## src/rtl/pipe_msg_pkg.sv

```systemverilog
// Shared M2P/P2M message layout: widths,
// header field positions and header view.
package pipe_msg_pkg;

  localparam int DATA_WIDTH  = 32;
  localparam int MSG_WIDTH   = 128;
  localparam int BEATS       = MSG_WIDTH / DATA_WIDTH;

  localparam int HDR_LEN_LSB = 0;
  localparam int HDR_LEN_W   = 16;
  localparam int HDR_ID_LSB  = 16;
  localparam int HDR_ID_W    = 16;

  typedef struct packed {
    logic [HDR_ID_W-1:0]  id;
    logic [HDR_LEN_W-1:0] len;
  } pipe_hdr_t;

  typedef enum logic {
    ST_IDLE,
    ST_SEND
  } pipe_st_e;

  function automatic pipe_hdr_t hdr_of(
    input logic [HDR_ID_W+HDR_LEN_W-1:0] w
  );
    return pipe_hdr_t'(w);
  endfunction

endpackage

```

## src/rtl/pipe_msg_serializer.sv

```systemverilog
// Serialises one wide pipe message into
// low-word-first beats with a last flag.
module pipe_msg_serializer
  import pipe_msg_pkg::*;
#(
  parameter int DATA_WIDTH = pipe_msg_pkg::DATA_WIDTH,
  parameter int MSG_WIDTH  = pipe_msg_pkg::MSG_WIDTH,
  parameter int ERRW       = 16
) (
  input  logic                  CLK,
  input  logic                  RST,
  input  logic                  pipe_enq__ENA,
  input  logic [MSG_WIDTH-1:0]  pipe_enq_v,
  output logic                  pipe_enq__RDY,
  output logic                  out_enq__ENA,
  output logic [DATA_WIDTH-1:0] out_enq_v,
  output logic                  out_enq_last,
  input  logic                  out_enq__RDY,
  output logic                  busy,
  output logic [15:0]           msg_count,
  output logic [ERRW-1:0]       err_count
);

  localparam int NB   = MSG_WIDTH / DATA_WIDTH;
  localparam int IDXW = (NB > 1) ? $clog2(NB) : 1;
  localparam int LENW = $clog2(NB + 1);

  localparam logic [LENW-1:0] NB_L =
    LENW'(NB);
  localparam logic [HDR_LEN_W-1:0] NB_H =
    HDR_LEN_W'(NB);

  pipe_st_e              state_q;
  logic [MSG_WIDTH-1:0]  msg_q;
  logic [IDXW-1:0]       idx_q;
  logic [LENW-1:0]       len_q;
  logic [15:0]           msg_cnt_q;
  logic [ERRW-1:0]       err_q;

  logic                  send;
  logic                  last;
  logic                  xfer;
  logic                  done;
  logic                  acc;
  logic [HDR_LEN_W-1:0]  l_in;
  logic                  len_zero;
  logic                  len_big;
  logic [DATA_WIDTH-1:0] beat;

  assign send = (state_q == ST_SEND);

  assign last = send &
    (idx_q == IDXW'(len_q - LENW'(1)));

  assign xfer = send & out_enq__RDY;
  assign done = xfer & last;

  // Reload allowed on the last-beat
  // transfer cycle for zero-bubble.
  assign pipe_enq__RDY = ~send | done;

  assign acc = pipe_enq__ENA & pipe_enq__RDY;

  assign l_in =
    pipe_enq_v[HDR_LEN_LSB +: HDR_LEN_W];

  assign len_zero = (l_in == '0);
  assign len_big  = (l_in > NB_H);

  // Beat select mux on the beat index.
  always_comb begin
    beat = '0;
    for (int i = 0; i < NB; i++) begin
      if (idx_q == IDXW'(i)) begin
        beat = msg_q[i*DATA_WIDTH +: DATA_WIDTH];
      end
    end
  end

  assign out_enq__ENA = send;
  assign out_enq_v    = send ? beat : '0;
  assign out_enq_last = last;
  assign busy         = send;
  assign msg_count    = msg_cnt_q;
  assign err_count    = err_q;

  // Message FSM: load, step beats,
  // reload or retire on last beat.
  always_ff @(posedge CLK) begin
    if (RST) begin
      state_q <= ST_IDLE;
      msg_q   <= '0;
      idx_q   <= '0;
      len_q   <= '0;
    end else if (acc) begin
      msg_q <= pipe_enq_v;
      idx_q <= '0;
      if (len_zero) begin
        state_q <= ST_IDLE;
      end else if (len_big) begin
        len_q   <= NB_L;
        state_q <= ST_SEND;
      end else begin
        len_q   <= l_in[LENW-1:0];
        state_q <= ST_SEND;
      end
    end else if (done) begin
      state_q <= ST_IDLE;
    end else if (xfer) begin
      idx_q <= idx_q + 1'b1;
    end
  end

  // Completed messages, wrapping.
  always_ff @(posedge CLK) begin
    if (RST) begin
      msg_cnt_q <= '0;
    end else if (done) begin
      msg_cnt_q <= msg_cnt_q + 16'd1;
    end
  end

  // Malformed headers, saturating.
  always_ff @(posedge CLK) begin
    if (RST) begin
      err_q <= '0;
    end else if (acc & (len_zero | len_big)
                 & ~(&err_q)) begin
      err_q <= err_q + ERRW'(1);
    end
  end

  a_enq_rdy: assert property (
    @(posedge CLK) disable iff (RST)
    pipe_enq__ENA |-> pipe_enq__RDY
  );

  a_hold: assert property (
    @(posedge CLK) disable iff (RST)
    (out_enq__ENA & !out_enq__RDY) |=>
      ($stable(out_enq_v) &&
       $stable(out_enq_last) &&
       out_enq__ENA)
  );

endmodule

```

## config.mk

```make
export PLATFORM = sky130hd
export DESIGN_NAME = pipe_msg_serializer
export DESIGN_NICKNAME = d
export VERILOG_FILES = /design/src/rtl/pipe_msg_pkg.sv /design/src/rtl/pipe_msg_serializer.sv
export SDC_FILE = /design/constraint.sdc
export NUM_CORES = 1
export LEC_CHECK = 0
export BUFFER_PORTS_ARGS = -buffer_cell sky130_fd_sc_hd__buf_4
export CORE_UTILIZATION = 57
export CTS_CLUSTER_SIZE = 8
export DETAILED_ROUTE_END_ITERATION = 8
export PLACE_DENSITY = 0.85
export SLEW_MARGIN = 30
export SYNTH_ARGS = -nofsm -noshare
export SYNTH_HDL_FRONTEND = slang
export SYNTH_SLANG_ARGS = --single-unit
```

## constraint.sdc

```tcl
create_clock -name CLK -period 2.94 [get_ports CLK]
set_input_delay 0.588 -clock CLK [delete_from_list [all_inputs] [get_ports CLK]]
set_output_delay 0.588 -clock CLK [all_outputs]
set_load 0.02 [all_outputs]
```

## Yosys cells after proc, flatten, opt, wreduce, memory -nomap -nowiden

Cells that the tools add are included.

| word-level totals | value |
|---|---|
| output and inout bits | 68 |
| flip-flop bits (word level) | 165 |

| cells by class | value |
|---|---|
| equal/unequal tests | 4 |
| reductions and logical operators | 7 |
| multiplexer cells | 9 |
| order comparisons | 1 |
| add/sub/neg operators | 4 |
| bitwise operators | 12 |

Operators by type and width:

| cell | count |
|---|---|
| 2-to-1 mux 32 bit | 5 |
| adder 16 x 1 -> 16 bit, second input constant | 2 |
| greater-than comparator 16 x 3 -> 1 bit, second input constant | 1 |
| zero test 16 bit | 1 |
| AND reduction 16 bit | 1 |
| AND 1 bit | 6 |
| == test 2 bit, second input constant | 2 |
| NOT 1 bit | 4 |
| AND reduction 2 bit | 2 |
| 2-to-1 mux 1 bit | 3 |
| adder 2 x 1 -> 2 bit, second input constant | 1 |
| == test 2 x 1 -> 1 bit, second input constant | 1 |
| == test 2 bit | 1 |
| zero test 2 bit | 1 |
| 2-to-1 mux 2 bit | 1 |
| OR 1 bit | 2 |
| nonzero test 2 bit | 1 |
| OR reduction 2 bit | 1 |
| subtractor 2 x 1 -> 2 bit, second input constant | 1 |

## Logic depth before layout (Yosys ltp)

| depth | value |
|---|---|
| depth in word-level cells | 8 |
| gate-level depth with buffers | 9 |
| mapped depth without buffers | 7 |

## Least setup slack after synthesis

No wires, ideal clock.

| timing path | value |
|---|---|
| path type | reg-to-output |
| start | register idx_q[0] |
| end | output port out_enq_v[23] |
| arrival | 1.681 ns |
| cell stages (with the launch flop) | 9 |
| setup slack | 0.671 ns |
| data required time | 2.352 ns |
| cell sequence | dfxtp_1 > ha_1 > clkbuf_1 > clkbuf_1 > nand2_1 > a21oi_1 > a21oi_1 > o21ai_0 > and2_1 |

| on the way | value |
|---|---|
| cells in the longest elaborated chain, start to end | 6 |

Ends and longest elaborated chain:

| item | line | source |
|---|---|---|
| start, declared | pipe_msg_serializer.sv:35 | `logic [IDXW-1:0] idx_q;` |
| start signal, assigned | pipe_msg_serializer.sv:110 | `idx_q <= idx_q + 1'b1;` |
| zero test 2 bit | pipe_msg_serializer.sv:74 | `if (idx_q == IDXW'(i)) begin` |
| 2-to-1 mux 32 bit (3 in a row) | pipe_msg_serializer.sv:74 |  |
| 2-to-1 mux 32 bit * | pipe_msg_serializer.sv:74 |  |
| 2-to-1 mux 32 bit * | pipe_msg_serializer.sv:81 | `assign out_enq_v = send ? beat : '0;` |
| end, declared | pipe_msg_serializer.sv:16 | `output logic [DATA_WIDTH-1:0] out_enq_v,` |

Every way passes the cells marked *; elsewhere a longest branch is shown, timed or not.

## Final worst setup path

| timing path | value |
|---|---|
| start | register idx_q[1] |
| end | output port out_enq_v[9] |

Same word-level chain as after synthesis.

==> results.tsv <==
stage	metric	value	unit
min_path	holdPathStages	3	
sta	finalSetupViolCount	0	
worst_setup_path	path_class	register to primary output	
finish	instances_no_fill	1381	
sta	fin_setup_tns	0	ns
floorplan	core.rowCount	41	
finish	utilization	76.1	%
sta	fin_crit	2.80	ns
power	power.density	518	mW/mm²
worst_setup_path	slowest_delay	0.37	ns
synth	synth_top_area_cell	dfxtp_1	
grt	global_route.usage.total	29.6	%
power	power.switching	1.24	mW
drt	drt_iter0_drc	730	
grt	grt-ovfl-total	0	
power	power	5.06	mW
grt	grt_max_degree	102	
worst_setup_path	path_cells	inv_1 > ha_2 > buf_6 > nand3b_1 > a21oi_1 > a21oi_1 > o21ai_0 > and2_1 > buf_4	
synth	synth_edf_count	0	
sta	hold_ws	0.416	ns
clocking	cts_setup_buffers	0	
clocking	hold_buffers	0	
worst_setup_path	worst_path_max_delay_cell	dfxtp_4	
sta	worst_pin_slew	0.683	ns
worst_setup_path	cp-start-kind	register	
finish	drive_gt1_share	21.8	%
place	port_buffers	199	
drt	drc	0	
clocking	numCtsBuffers	17	
status	outcome	completed	
synth	netlist_top_cells_count	nand2_1, a21oi_1, dfxtp_1, clkbuf_1, o21ai_0	
synth	ys.flop_type	dfxtp_1	
finish	multi_input_area	0.00400	mm²
finish	seqCellArea	0.00331	mm²
finish	fin_area	0.00976	mm²
worst_setup_path	cp.required	2.35	ns
sta	relSlewSlack	54.5	%
clocking	cts-root-buf	clkbuf_16	
clocking	cts_tree	done	
sta	finalClockSkew	0.00988	ns
sta	hold_violations	0	
clocking	clkTransAtPathRegs	0.06	ns
sta	fin_ws	0.138	ns
power	pwr-share-seq	47.6	%
finish	nFillCells	1030	
grt	grt_pass1_wl	33000	µm
place	gp_congestion	0.910	
worst_setup_path	r2r_start	len_q[1]	
synth	synth_area_leaders	dfxtp_1, nand2_1, a21oi_1, nand3b_1, clkbuf_1	
synth	syn_area	0.00762	mm²
grt	grt_pass1_vias	6978	
power	ir_worst_vdd	409	µV
worst_setup_path	crit_fanout	32	
floorplan	start_util	59.4	%
floorplan	fp.dieArea	0.0138	mm²
place	dp_hpwl	13900	µm
place	dp_cells	1354	
synth	netlist_instances	1051	
worst_setup_path	cp.buffers_inverters	3	
finish	nNetsFinal	1339	
clocking	cts.repair.resized	7	
worst_setup_path	r2r_end	msg_q[5]	
worst_setup_path	rrSetupSlack	0.75	ns
power	sw_frac_of_total	24.6	%
worst_setup_path	worstRegToRegCells	6	
clocking	htreeDepth	4	
drt	avgViaCountPerCell	5.57	
synth	yosysMostFrequentCell	nand2_1	
clocking	cts_num_sinks	165	
sta	slew_violations	0	
finish	areaGrowthSynthToFinish	28.1	%
synth	async_flop_share	0	%
synth	ys_types	38	
min_path	min-delay-start	pipe_enq_v[103]	
synth	synth_fp_nets	1189	
drt	wl	20600	µm
floorplan	fp.dieW	118	µm
min_path	hold_end	msg_q[103]	
min_path	worstHoldPathType	primary input to register	
power	p_comb_share	12.8	%
power	p_leak	3.85	nW
sta	rsz0062_at_grt	no	
worst_setup_path	cpMostUsedCell	a21oi_1	
synth	synth-warning-count	0	
synth	synth-seq-cells	165	
finish	diodes	0	
place	dpl_worst_slack	0.287	ns
sta	finalCritPeriodShare	95.3	%
power	p_clk_share	39.6	%
job	cap_viol_max_count	0	
drt	ant_nets	0	
synth	synth_seq_area_share	43.4	%
synth	syn_avg_cell_area	7.25	µm²
drt	drt_first_pass_iters	5	
drt	num_vias	7696	
worst_setup_path	critPathCaptureType	primary output	
worst_setup_path	critPathArrivalTime	2.21	ns
drt	wire_per_inst	14.9	µm
grt	antenna_found_initial	0	
sta	max_freq	357	MHz
place	placed_cell_area	0.00918	mm²
worst_setup_path	crit_family	buffers and inverters	
synth	synth_top_cell_area_share	43.4	%
clocking	ctsLongestPathBuffers	2	
floorplan	io_pins	200	
clocking	clk_latency	0.42	ns
power	p_int	3.82	mW
floorplan	dieHeight	118	µm
floorplan	core	0.0128	mm²
[sequential cells by signal, summed over array words and instances (netlist names)]
register	flops
len_q	2
err_count	16
msg_q	128
idx_q	2
msg_count	16
busy	1
[layout by cell type (no fill, tap or decap), types with 3 or more instances in the layout]
cell and n:
and2_1 33, nor2b_1 10, nor2_1 27, nand3_1 10, buf_4 209, o31ai_1 9
buf_6 3, or4_1 10, nand4_1 11, o21ai_0 37, a21oi_2 4, nand2_1 337
buf_12 4, inv_1 5, a21oi_1 203, nor4_1 13, xnor2_1 9, mux2i_1 4
or3_1 7, clkinv_2 4, clkbuf_16 17, dfxtp_1 163, nand3b_1 32, mux2_2 7
[layer usage]
layer	track usage, %	vias up	wire length [µm]
li1	-	3823	-
met1	37.2	3555	8640
met2	48.2	269	10100
met3	6.35	49	1290
met4	14.2	0	609
met5	0	-	0
[worst min-delay path, stage by stage]
cell	delay [ns]
buf_4	0.11
nand2_1	0.05
a21oi_1	0.05
[worst max path at each step]
stage / startpoint / endpoint / cells past startpoint
3_5_place_dp: idx_q[0] / out_enq_v[11] / 9
2_1_floorplan: idx_q[0] / out_enq_v[23] / 8
5_1_grt: idx_q[1] / out_enq_v[7] / 9
3_3_place_gp: idx_q[0] / out_enq_v[11] / 9
4_1_cts: idx_q[0] / out_enq_v[21] / 9
6_report: idx_q[1] / out_enq_v[9] / 9
[cells by family after synthesis]
family | Yosys count | share of synthesized area, %
AND/OR/NAND/NOR | 505 | 30.2
adder cells (fa/ha/maj) | 6 | 0.985
buffers and inverters | 92 | 4.86
XOR/XNOR | 11 | 1.36
AO/OA/AOI/OAI | 261 | 17.6
multiplexers | 11 | 1.56
flip-flops | 165 | 43.4
[cell type report]
cell class	count	area share [%]
multi-input combinational	794	41.0
tap	172	2.20
timing repair buffer	217	17.4
inverter	6	0.231
clock buffer	21	4.72
clock inverter	6	0.590
sequential	165	33.9
[power by group through the flow]
stage	Combinational (mW)	Sequential [mW]	Clock [mW]
floorplan	0.365	2.44	0
global placement	0.623	2.45	0
CTS	0.641	2.41	2.03
finish	0.647	2.41	2.00
detailed placement	0.632	2.46	0
global route	0.712	2.42	2.12
(Power assumes the default switching activity.)
